$ cat src/rtl/regfile_access_ctrl.sv
// Access sequencer for the 32x32 CPU register file: one strobe per cycle,
// decode/writeback arbitration with RAW hazard priority, anti-starvation and power-on clear.
module regfile_access_ctrl #(
    parameter int unsigned RESET_CYCLES  = 2,
    parameter int unsigned MAX_WR_STREAK = 4
) (
    input  logic        clk,
    input  logic        reset_n,
    input  logic        rd_req,
    input  logic [5:0]  rd_opcode,
    input  logic [4:0]  rd_reg1,
    input  logic [4:0]  rd_reg2,
    input  logic [4:0]  rd_reg3,
    input  logic [31:0] rd_imm,
    output logic        rd_ack,
    output logic        rd_valid,
    input  logic        wr_req,
    input  logic [5:0]  wr_opcode,
    input  logic [4:0]  wr_reg,
    input  logic [31:0] wr_data,
    output logic        wr_ack,
    output logic        reg_read,
    output logic        reg_write,
    output logic        reg_reset,
    output logic [5:0]  opcode,
    output logic [4:0]  reg1,
    output logic [4:0]  reg2,
    output logic [4:0]  reg3,
    output logic [31:0] imm,
    output logic [31:0] write_data,
    output logic        busy
);

    localparam logic [3:0] RST_CNT    = 4'(RESET_CYCLES);
    localparam logic [3:0] MAX_STREAK = 4'(MAX_WR_STREAK);

    typedef enum logic [1:0] {
        S_INIT  = 2'd0,
        S_IDLE  = 2'd1,
        S_READ  = 2'd2,
        S_WRITE = 2'd3
    } state_t;

    state_t      state, state_next;
    logic [3:0]  init_cnt, init_cnt_next;
    logic [3:0]  streak, streak_next;
    logic        hazard, grant_wr;

    logic        rd_ack_next, rd_valid_next, wr_ack_next;
    logic        reg_read_next, reg_write_next, reg_reset_next, busy_next;
    logic [5:0]  opcode_next;
    logic [4:0]  reg1_next, reg2_next, reg3_next;
    logic [31:0] imm_next, write_data_next;

    // reg3 is only a source operand for non-zero opcodes with bit 4 clear
    assign hazard = wr_req && ((wr_reg == rd_reg1) || (wr_reg == rd_reg2) ||
                    ((rd_opcode != 6'd0) && !rd_opcode[4] && (wr_reg == rd_reg3)));
    assign grant_wr = wr_req && (!rd_req || hazard || (streak < MAX_STREAK));

    always_comb begin
        state_next      = state;
        init_cnt_next   = init_cnt;
        streak_next     = streak;
        rd_ack_next     = 1'b0;
        rd_valid_next   = 1'b0;
        wr_ack_next     = 1'b0;
        reg_read_next   = 1'b0;
        reg_write_next  = 1'b0;
        reg_reset_next  = 1'b0;
        opcode_next     = opcode;
        reg1_next       = reg1;
        reg2_next       = reg2;
        reg3_next       = reg3;
        imm_next        = imm;
        write_data_next = write_data;

        case (state)
            S_INIT: begin
                if (init_cnt != 4'd0) begin
                    reg_reset_next = 1'b1;
                    init_cnt_next  = init_cnt - 4'd1;
                end else begin
                    state_next = S_IDLE;
                end
            end
            S_IDLE: begin
                if (grant_wr) begin
                    state_next      = S_WRITE;
                    reg_write_next  = 1'b1;
                    wr_ack_next     = 1'b1;
                    opcode_next     = wr_opcode;
                    reg1_next       = wr_reg;
                    write_data_next = wr_data;
                    // A hazard write leaves the streak alone so the waiting read is not penalised
                    if (rd_req && !hazard) begin
                        streak_next = (streak >= MAX_STREAK) ? MAX_STREAK : streak + 4'd1;
                    end else if (!rd_req) begin
                        streak_next = 4'd0;
                    end
                end else if (rd_req) begin
                    state_next    = S_READ;
                    reg_read_next = 1'b1;
                    rd_ack_next   = 1'b1;
                    opcode_next   = rd_opcode;
                    reg1_next     = rd_reg1;
                    reg2_next     = rd_reg2;
                    reg3_next     = rd_reg3;
                    imm_next      = rd_imm;
                    streak_next   = 4'd0;
                end
            end
            S_READ: begin
                state_next    = S_IDLE;
                rd_valid_next = 1'b1;
            end
            S_WRITE: begin
                state_next = S_IDLE;
            end
            default: begin
                state_next = S_INIT;
            end
        endcase

        busy_next = (state_next != S_IDLE);
    end

    always_ff @(posedge clk) begin
        if (!reset_n) begin
            state      <= S_INIT;
            init_cnt   <= RST_CNT;
            streak     <= 4'd0;
            rd_ack     <= 1'b0;
            rd_valid   <= 1'b0;
            wr_ack     <= 1'b0;
            reg_read   <= 1'b0;
            reg_write  <= 1'b0;
            reg_reset  <= 1'b0;
            busy       <= 1'b1;
            opcode     <= 6'd0;
            reg1       <= 5'd0;
            reg2       <= 5'd0;
            reg3       <= 5'd0;
            imm        <= 32'd0;
            write_data <= 32'd0;
        end else begin
            state      <= state_next;
            init_cnt   <= init_cnt_next;
            streak     <= streak_next;
            rd_ack     <= rd_ack_next;
            rd_valid   <= rd_valid_next;
            wr_ack     <= wr_ack_next;
            reg_read   <= reg_read_next;
            reg_write  <= reg_write_next;
            reg_reset  <= reg_reset_next;
            busy       <= busy_next;
            opcode     <= opcode_next;
            reg1       <= reg1_next;
            reg2       <= reg2_next;
            reg3       <= reg3_next;
            imm        <= imm_next;
            write_data <= write_data_next;
        end
    end

endmodule
$ cat config.mk
export PLATFORM = sky130hd
export DESIGN_NAME = regfile_access_ctrl
export DESIGN_NICKNAME = d
export VERILOG_FILES = /design/src/rtl/regfile_access_ctrl.sv
export SDC_FILE = /design/constraint.sdc
export NUM_CORES = 1
export LEC_CHECK = 0
export ABC_CLOCK_PERIOD_IN_PS = 1900
export CORE_MARGIN = 2
export CORE_UTILIZATION = 56
export DETAILED_ROUTE_END_ITERATION = 6
export DONT_BUFFER_PORTS = 1
export PLACE_DENSITY = 0.7
export SLEW_MARGIN = 20
export SYNTH_ARGS = -nofsm -noshare
export SYNTH_HDL_FRONTEND = slang
export SYNTH_SLANG_ARGS = --single-unit
$ cat constraint.sdc
create_clock -name clk -period 1.9 [get_ports clk]
set_input_delay 0.38 -clock clk [delete_from_list [all_inputs] [get_ports clk]]
set_output_delay 0.38 -clock clk [all_outputs]
set_load 0.05 [all_outputs]
# Word level (Yosys, flattened, before mapping)
# Cells that the tools add are included.
[classes]
n_lt_le_gt_ge = 2
multipliers = 0
add_sub_neg = 2
n_div = 0
n_reduce_logical = 25
muxes = 17
bitwise = 3
shifts = 0
eq_ne = 8
[ops]
columns = ["cell", "count"]
rows = [
  ["4-bit two-way mux", 5],
  ["5-bit equality test", 3],
  ["6-bit two-way mux", 2],
  ["5-bit two-way mux", 2],
  ["2-bit AND reduction", 5],
  ["2-bit two-way mux", 3],
  ["2-bit one-hot mux with 3 select lines", 1],
  ["3-bit AND reduction", 2],
  ["6-bit nonzero test", 1],
  ["1-bit logical AND", 5],
  ["4-bit by 1-bit adder with 4-bit output (second input constant)", 1],
  ["2-bit equality test (second input constant)", 2],
  ["4-bit by 3-bit greater-or-equal comparator with 1-bit output (second input constant)", 1],
  ["1-bit logical OR", 4],
  ["4-bit by 3-bit < comparator with 1-bit output (second input constant)", 1],
  ["1-bit two-way mux", 4],
  ["4-bit nonzero test", 1],
  ["4-bit by 1-bit subtractor with 4-bit output (second input constant)", 1],
  ["1-bit logical NOT", 3],
  ["3-bit by 2-bit != test with 1-bit output (second input constant)", 1],
  ["1-bit inverter", 3],
  ["3-bit OR reduction", 1],
  ["2-bit by 1-bit equality test with 1-bit output (second input constant)", 1],
  ["2-bit logical NOT", 1],
  ["3 further kinds", 3],
]
[word_totals]
in_bits = 100
romBits = 0
mem_count = 0
word_cells = 71
latchBits = 0
ram_bits = 0
ff_bits = 100

# Longest topological paths before layout
[logic_depth]
depth_word = 11
mapped_depth = 7
mapped_depth_nobuf = 7

# Worst setup path before layout
# OpenSTA, ideal clock, no wires.
[synth_timing]
kind = "input to register"
start = "input rd_opcode[1]"
end = "register imm[10]"
setup_slack_ns = 0.140
n_path_buf = 2
setup_time_ns = 0.072
arrival_ns = 1.689
stages = 7
path_cell_list = "nor4_2 > a211oi_2 > and2_4 > o32ai_2 > buf_6 > buf_12 > mux2i_1"
[synth_via]
elab_chain_len = 10
[synth_rtl]
columns = ["item", "line_no", "rtl"]
rows = [
  ["start: declaration", "10", "input logic [5:0] rd_opcode,"],
  ["6-bit nonzero test", "57", "((rd_opcode != 6'd0) && !rd_opcode[4] && (wr_reg == rd_reg3)));"],
  ["1-bit logical AND (2 in series)", "57", ""],
  ["1-bit logical OR", "56", "assign hazard = wr_req && ((wr_reg == rd_reg1) || (wr_reg == rd_reg2) ||"],
  ["1-bit logical AND", "56", ""],
  ["1-bit logical OR (2 in series)", "58", "assign grant_wr = wr_req && (!rd_req || hazard || (streak < MAX_STREAK));"],
  ["1-bit logical AND", "58", ""],
  ["1-bit inverter (no line)", "-", ""],
  ["3-bit AND reduction (no line)", "-", ""],
  ["end signal: assignment", "160", "imm <= imm_next;"],
  ["end: declaration", "29", "output logic [31:0] imm,"],
]
# Every way passes these cells.
# A chain may end at the register's enable or synchronous reset.

# Worst setup path in the final report
[layout_timing]
start = "register state[0]"
end = "register imm[13]"
[layout_via]
elab_chain_len = 2
[layout_rtl]
columns = ["item", "line_no", "rtl"]
rows = [
  ["start: declaration", "44", "state_t state, state_next;"],
  ["start signal: assignment", "146", "state <= state_next;"],
  ["2-bit by 1-bit equality test with 1-bit output", "77", "case (state)"],
  ["3-bit AND reduction (no line)", "-", ""],
]
# Every way passes these cells.

==> impl_metrics.toml <==
[grt]
grt_max_degree = 156
grt_pass1_vias = 3074
antenna_found_initial = 0
gr-total-overflow = 0
grt_pass1_wl_um = 13970
grt_usage_pct = 20.44

[worst_setup_path]
path_delay_family = "flip-flops"
r2r-end = "imm[13]"
ff2ff_setup_slack_ns = 0.25
worstPathRequired_ns = 2.17
critical_path.max_stage_delay_ns = 0.38
critPathSlowestCell = "dfxtp_1"
critPathKind = "reg -> reg"
startpoint_type = "flip-flop"
reg2reg_depth = 5
critPathLaunch = "state[0]"
cp_cell_sequence = "nor2b_1 > nand3b_1 > o32ai_4 > buf_12 > mux2i_1"
path_max_fanout = 43
cp-end-kind = "flip-flop"
r2r_start = "state[0]"
path_buf_inv = 1
crit_arrival_ns = 1.93

[power]
power_density_nw_per_um2 = 1224
p_leak_nw = 1.732
vdd_drop_max_uv = 582.6
power_mw = 5.599

[hold_path]
min-delay-start = "rd_imm[19]"
hold_depth = 2
hold_class = "in -> reg"
worstHoldEndpoint = "imm[19]"

[timing]
fin_tns_setup_ns = 0
fin_skew_ns = 0.008606
hold_slack_ns = 0.1534
tightestPinTransition_ns = 0.5471
hold_viol = 0
rsz0062_at_grt = "false"
finalMaxSlewViolations = 0
fmax_mhz = 604.3
relSlewSlack_pct = 63.48
min_period_ns = 1.655
setup_violations = 0
fin_ws_ns = 0.2451
fin_crit_sh_pct = 87.10

[routing]
drt_iter0_markers = 115
vias = 3117
viasPerCell = 5.346
postRouteAntennaNets = 0
firstDrtPassIters = 4
drc = 0
routed_wl_um = 8790
detail_route.wl_per_cell_um = 15.08

[yosys]
synth_top_area_cell = "dfxtp_1"
synth_edf_count = 0
synth_area_sq_um = 4363
yosysUniqueCellTypes = 40
synth_area_leaders = "dfxtp_1 (46%), mux2i_1 (17%), nand2_1 (15%)"
synth_nets = 586
synth_ff_type = "dfxtp_1"
yosys-top-cells-count = "nand2_1 (170), dfxtp_1 (100), mux2i_1 (74), inv_1 (31), clkbuf_1 (18)"
ys_seq_area_share_pct = 45.88
synth_top_area_share_pct = 45.88
yosysWarnings = 0
avgSynthCellArea_sq_um = 9.014
synthArstFlopShare_pct = 0
yosysMostFrequentCell = "nand2_1"
synth_seq_cells = 100
syn_inst = 484

[place]
hpwl_um = 6278
gp_congestion = 0.7633
post-place-ws_ns = -0.04052
place.port_buffers = 0

[floorplan]
std_cell_rows = 32
die_y_um = 92.27
core_area_sq_um = 7647
pin_count = 192
die_area_sq_um = 8513
die_w_um = 92.27
start_util_pct = 57.05

[clock_network]
cts_buffer_depth = 2
clock_sinks = 100
clock_latency_ns = 0.35
post-cts-setup-buffers = 0
numCtsBuffers = 9
ctsHtreeMaxLevel = 3
ctsHoldBuffers = 0
clkTransAtPathRegs_ns = 0.10
cts_resized = 0
cts_tree = "done"
cts_root_buf = "clkbuf_8"

[outcome]
run_status = "finished clean"

[cells_and_area]
area_growth_pct = 4.818
fin_nets = 578
antenna_cells = 0
multi_input_area_sq_um = 2027
nFillCells = 686
regArea_sq_um = 2002
final_util_pct = 59.80
final_layout_size_suffix_gt1_share_pct = 7.900

[job]
cap_violations = 0
==> layout make-up <==
| type | instances | area share, % |
|---|---|---|
| Sequential cell | 100 | 43.78 |
| Multi-Input combinational cell | 323 | 44.32 |
| Clock buffer | 10 | 2.791 |
| Tap cell | 102 | 2.791 |
| Clock inverter | 6 | 1.423 |
| Timing Repair Buffer | 11 | 2.353 |
| Inverter | 31 | 2.544 |
==> kinds of logic (layout without fill, tap and decap cells) <==
group,count (synthesis),in the layout,share of synthesized area [%]
adder cells (fa/ha/maj),2,2,0.5735
multiplexers,74,74,16.98
flip-flops,100,100,45.88
buffers and inverters,61,58,7.915
XOR/XNOR,18,18,3.958
AO/OA/AOI/OAI,28,28,5.965
AND/OR/NAND/NOR,201,201,18.73
==> cells in the final DEF (no fill, tap or decap), types with 2 or more instances in the layout <==
master	n
nand2_1	170
dfxtp_1	100
mux2i_1	74
inv_1	31
nor2_1	14
xnor2_1	13
o221ai_1	13
clkbuf_8	9
buf_4	9
nand3_1	5
xor2_1	3
xor2_2	2
and3_1	2
nand2b_1	2
o21a_1	2
a21oi_1	2
ha_1	2
clkinv_2	2
clkinv_4	2
buf_12	2
==> how the worst max path moves through the flow <==
stage | to | slack [ns] | depth (start not counted)
after global routing | imm[13] | 0.07 | 5
after global placement | imm[7] | 0.04 | 6
after CTS | imm[13] | 0.23 | 5
after detailed placement | imm[13] | -0.04 | 6
final | imm[13] | 0.25 | 5
after floorplan | imm[10] | 0.14 | 7
==> report_power, final <==
part / switching, mW / internal, mW / leakage, nW / total, mW
clock network: 0.715 / 0.610 / 0.0962 / 1.33
registers: 0.941 / 2.38 / 0.811 / 3.32
logic: 0.501 / 0.454 / 0.825 / 0.955
total: 2.16 / 3.44 / 1.73 / 5.60
==> per-stage QoR <==
| stage | cells | instance area, sq um |
|---|---|---|
| global placement | 567 | 4380 |
| global route | 583 | 4573 |
| CTS | 583 | 4573 |
| detailed placement | 567 | 4380 |
| finish | 583 | 4573 |
| floorplan | 484 | 4363 |
==> layer usage <==
metal  up-vias  track usage (%)  wire (um)
li1       1548                -          -
met1      1436            22.67       3532
met2       119            35.36       4329
met3        14            8.053        768
met4         0            7.587        160
met5         -                0          0
==> state kept, by name, indices dropped and copies added (netlist names) <==
name / flops
busy: 1
imm: 32
init_cnt: 4
opcode: 6
rd_valid: 1
reg1: 5
reg2: 5
reg3: 5
reg_read: 1
reg_reset: 1
reg_write: 1
state: 2
streak: 4
write_data: 32
No activity file was read; power rests on OpenSTA's default activity.
